<file path="src/rtl/predictor_scheduler.sv">
// Shared table of 2-bit saturating branch counters. Two round-robin lookup ports and one
// update stream share one table op per cycle; updates queue in an in-order FIFO.
module predictor_scheduler #(
  parameter int IDX_W     = 4,
  parameter int UPD_DEPTH = 4
) (
  input  logic             clk,
  input  logic             reset,
  input  logic             req0,
  input  logic [IDX_W-1:0] idx0,
  output logic             gnt0,
  input  logic             req1,
  input  logic [IDX_W-1:0] idx1,
  output logic             gnt1,
  input  logic             upd_valid,
  input  logic [IDX_W-1:0] upd_index,
  input  logic             upd_taken,
  output logic             upd_ready,
  output logic             resp_valid,
  output logic             resp_id,
  output logic             prediction
);

  localparam int ENTRIES = 1 << IDX_W;
  localparam int PTR_W   = (UPD_DEPTH > 1) ? $clog2(UPD_DEPTH) : 1;
  localparam int CNT_W   = $clog2(UPD_DEPTH + 1);

  logic [1:0]       ctr        [ENTRIES];
  logic [IDX_W-1:0] fifo_idx   [UPD_DEPTH];
  logic             fifo_taken [UPD_DEPTH];

  logic [PTR_W-1:0] wr_ptr, rd_ptr;
  logic [CNT_W-1:0] count;
  logic             rr_last;

  logic             full, any_req, grant, push, pop;
  logic [IDX_W-1:0] lk_idx, head_idx;
  logic             head_taken;
  logic [1:0]       head_val, next_val;

  function automatic logic [PTR_W-1:0] ptr_inc(input logic [PTR_W-1:0] p);
    return (p == PTR_W'(UPD_DEPTH - 1)) ? '0 : p + PTR_W'(1);
  endfunction

  assign full      = (count == CNT_W'(UPD_DEPTH));
  assign any_req   = req0 | req1;
  assign upd_ready = !full;

  // A full FIFO steals the cycle from lookups; otherwise lookups beat idle-cycle drains.
  always_comb begin
    gnt0 = 1'b0;
    gnt1 = 1'b0;
    if (!reset && !full) begin
      if (req0 && req1) begin
        gnt0 = rr_last;
        gnt1 = !rr_last;
      end else begin
        gnt0 = req0;
        gnt1 = req1;
      end
    end
  end

  assign grant  = gnt0 | gnt1;
  assign lk_idx = gnt1 ? idx1 : idx0;
  assign push   = !reset && upd_valid && upd_ready;
  assign pop    = !reset && (full || (!any_req && (count != '0)));

  assign head_idx   = fifo_idx[rd_ptr];
  assign head_taken = fifo_taken[rd_ptr];
  assign head_val   = ctr[head_idx];

  always_comb begin
    next_val = head_val;
    if (head_taken) begin
      if (head_val != 2'b11) next_val = head_val + 2'd1;
    end else begin
      if (head_val != 2'b00) next_val = head_val - 2'd1;
    end
  end

  // Storage needs no reset: occupancy is tracked solely by the pointers and count.
  always_ff @(posedge clk) begin
    if (push) begin
      fifo_idx[wr_ptr]   <= upd_index;
      fifo_taken[wr_ptr] <= upd_taken;
    end
  end

  always_ff @(posedge clk) begin
    if (reset) begin
      for (int i = 0; i < ENTRIES; i++) ctr[i] <= 2'b00;
      wr_ptr     <= '0;
      rd_ptr     <= '0;
      count      <= '0;
      rr_last    <= 1'b1;
      resp_valid <= 1'b0;
      resp_id    <= 1'b0;
      prediction <= 1'b0;
    end else begin
      if (push) wr_ptr <= ptr_inc(wr_ptr);
      if (pop) begin
        ctr[head_idx] <= next_val;
        rd_ptr        <= ptr_inc(rd_ptr);
      end
      if (push && !pop)      count <= count + CNT_W'(1);
      else if (pop && !push) count <= count - CNT_W'(1);
      resp_valid <= grant;
      if (grant) begin
        resp_id    <= gnt1;
        prediction <= ctr[lk_idx][1];
        rr_last    <= gnt1;
      end
    end
  end

endmodule

</file>
<file path="config.mk">
export PLATFORM = sky130hd
export DESIGN_NAME = predictor_scheduler
export DESIGN_NICKNAME = d
export VERILOG_FILES = /design/src/rtl/predictor_scheduler.sv
export SDC_FILE = /design/constraint.sdc
export NUM_CORES = 1
export LEC_CHECK = 0
export CORE_ASPECT_RATIO = 0.9
export CORE_MARGIN = 10
export CORE_UTILIZATION = 50
export CTS_CLUSTER_SIZE = 20
export DETAILED_ROUTE_END_ITERATION = 7
export GPL_TIMING_DRIVEN = 0
export PLACE_DENSITY = 0.68
export SLEW_MARGIN = 0
export SYNTH_ARGS = -nofsm -noshare
export SYNTH_HDL_FRONTEND = slang
export SYNTH_SLANG_ARGS = --single-unit
export TNS_END_PERCENT = 20
</file>
<file path="constraint.sdc">
create_clock -name clk -period 4.7 [get_ports clk]
set_input_delay 0.94 -clock clk [delete_from_list [all_inputs] [get_ports clk]]
set_output_delay 0.94 -clock clk [all_outputs]
set_load 0.02 [all_outputs]
</file>
==> out/qor.yml <==
rr_worst_depth: 10
dp.cells: 391
cts_sinks: 65
port_buffers: 23
post_cts_buffers: 0
hold_viol_final: 0
routed_wl_um: 6665
outcome: "finished clean"
syn_avg_cell_area_um2: 11.92
yosys-top-cells-area: "edfxtp_1 (47%), mux2i_1 (11%), dfxtp_1 (7.9%)"
syn_inst: 278
crit_path_end: "gnt1"
die_h_um: 97.24
cts-buffers-inserted: 9
peakVddDrop_mv: 0.2215
worst_ep_arrival_time_ns: 3.21
cp-end-kind: "output pin"
hold_start: "resp_id"
cts_tree: "done"
clk_pin_slew_worst_paths_ns: 0.07
setup_tns_ns: 0
antenna_found_initial: 0
die_area_mm2: 0.01029
synth_nets: 303
globalplace.congestion: 0.7997
cts_hold_buf: 0
hp-class: "flip-flop to flip-flop"
worst_slew_pin_slew_ns: 0.6418
ant_nets: 0
ioPinCount: 24
max-cap-violations: 0
ys_types: 42
yosys_register_bits: 65
rows: 28
async_flop_share_pct: 0
start_util_pct: 50.86
worstPathMaxFanout: 10
powerDensity_mw_per_mm2: 491.6
r2r-end: "ctr[4][1]"
first_pass_iters: 4
yosysTopAreaCellShare_pct: 47.11
fin_skew_ns: 0.01077
yosys.area.top_type: "edfxtp_1"
synthFlopType: "edfxtp_1"
track_usage_pct: 13.15
coreArea_mm2: 0.006516
clk_latency_ns: 0.34
crit_required_ns: 3.76
r2r_setup_slack_ns: 1.90
post-dp-hpwl_um: 4780
worstSetupStartpointType: "input pin"
dr_total_vias: 2152
fin_crit_sh_pct: 88.34
final_util_pct: 59.39
synth_edf_count: 52
drtIter0Drc: 131
p_leak_nw: 1.473
cts.htree.levels: 3
viasPerCell: 5.287
setup_viol: 0
rsz0062_at_grt: "false"
instances_no_fill: 407
diodes: 0
grt_pass1_wl_um: 10680
grt_pass1_vias: 2186
nets: 337
max_freq_mhz: 240.9
wl_per_cell_um: 16.38
maxSlewViolCount: 0
die_x_um: 105.8
grt_max_degree: 12
critical_path_class: "input pin to output pin"
ys_seq_area_share_pct: 54.96
clock_path_buffers: 2
fin_area_mm2: 0.003870
root_buffer: "clkbuf_8"
ys_warn_count: 0
route.detailed.drc: 0
grt_overflow: 0
synth.cell_area_mm2: 0.003314
crit_start: "req1"
ctsResizeCount: 0
place_area_mm2: 0.003657
relSlewSlack_pct: 56.36
fin_crit_ns: 4.152
drive_gt1_share_pct: 12.30
syn_to_final_growth_pct: 16.76
placed cells by master, fill, tap and decap left out, types with 2 or more instances in the layout:
cell type / n
a21o_1: 2
nor2_1: 46
nand2b_1: 18
mux2_2: 5
a21oi_1: 3
and2_1: 2
mux4_2: 5
a2111oi_0: 2
o31ai_1: 2
ha_1: 6
buf_2: 2
o21ai_0: 4
mux2i_1: 37
o22ai_1: 2
inv_1: 6
nor3b_1: 3
nor2b_1: 2
nor3_1: 4
a31oi_1: 3
and3_1: 4
dfxtp_1: 13
edfxtp_1: 52
clkbuf_8: 13
xor2_1: 2
clkbuf_1: 7
buf_6: 4
nand2_1: 24
clkdlybuf4s50_1: 23
maj3_2: 2
o211ai_1: 3
Yosys cell counts, drive strengths merged (2+ instances only):
library cell	instances
a2111oi	2
a21o	2
a21oi	3
a31oi	3
and2	2
and3	4
buf	7
clkbuf	6
dfxtp	13
edfxtp	52
ha	6
inv	6
maj3	2
mux2	5
mux2i	38
mux4	5
nand2	24
nand2b	18
nor2	46
nor2b	2
nor3	5
nor3b	4
o211ai	3
o21ai	4
o22ai	2
o31ai	2
xor2	2
logic make-up after synthesis:
group | share of synthesized area [%]
DFF | 54.96
buffers and inverters | 3.246
muxes | 16.69
xor gates and xnor gates | 0.5286
and+or+nand+nor | 15.89
AOI/OAI and AO/OA | 5.134
adders and majority gates | 3.548
registers in the layout, summed over array words and instances, names as in the netlist, named ones only:
register and count:
count 3, ctr 32, fifo_idx 16, fifo_taken 4, prediction 1, rd_ptr 2
resp_id 1, resp_valid 1, rr_last 1, wr_ptr 2
power breakdown:
| group | internal, mW | switching [mW] |
|---|---|---|
| Sequential | 0.683 | 0.0354 |
| Clock | 0.281 | 0.209 |
| Combinational | 0.297 | 0.397 |
| Total | 1.26 | 0.641 |
critical path: stages:
cell,delay (ns)
clkdlybuf4s50_1,0.53
a21bo_2,0.27
nor3_2,0.39
clkbuf_1,0.39
clkdlybuf4s50_1,0.69
metal layers:
metal / up-vias / routed length, um / GRT usage, %
met2: 31 / 3204 / 21.20
met4: 0 / 85 / 6.243
met3: 10 / 173 / 2.785
met5: - / 0 / 0
met1: 1040 / 3201 / 16.34
li1: 1071 / - / -
worst min path at each step:
stage | endpoint | slack (ns) | cells past startpoint
finish | resp_id | 0.46 | 1
global route | resp_id | 0.49 | 1
CTS | resp_id | 0.46 | 1
detailed placement | resp_id | 0.44 | 1
global placement | resp_id | 0.44 | 1
floorplan | rr_last | 0.45 | 1
stage by stage:
stage               hold WS (ns)  power (mW)  setup slack [ns]
global placement          0.4364       1.409            0.6076
finish                    0.4566       1.902            0.5481
floorplan                 0.4502       1.232             1.821
CTS                       0.4636       1.915            0.5715
detailed placement        0.4431       1.423            0.5921
global route              0.4889       2.007            0.4655
final cells by class:
class                      count  area (um^2)
clock inverter                 1        5.005
multi-input combinational    194         1385
clock buffer                  15        207.7
tap                           90        112.6
inverter                       6        22.52
sequential                    65         1822
timing repair buffer          23        230.2
buffer                        13        85.08
fill                         568         2646
Note: power is estimated with default switching activity, not from simulation.
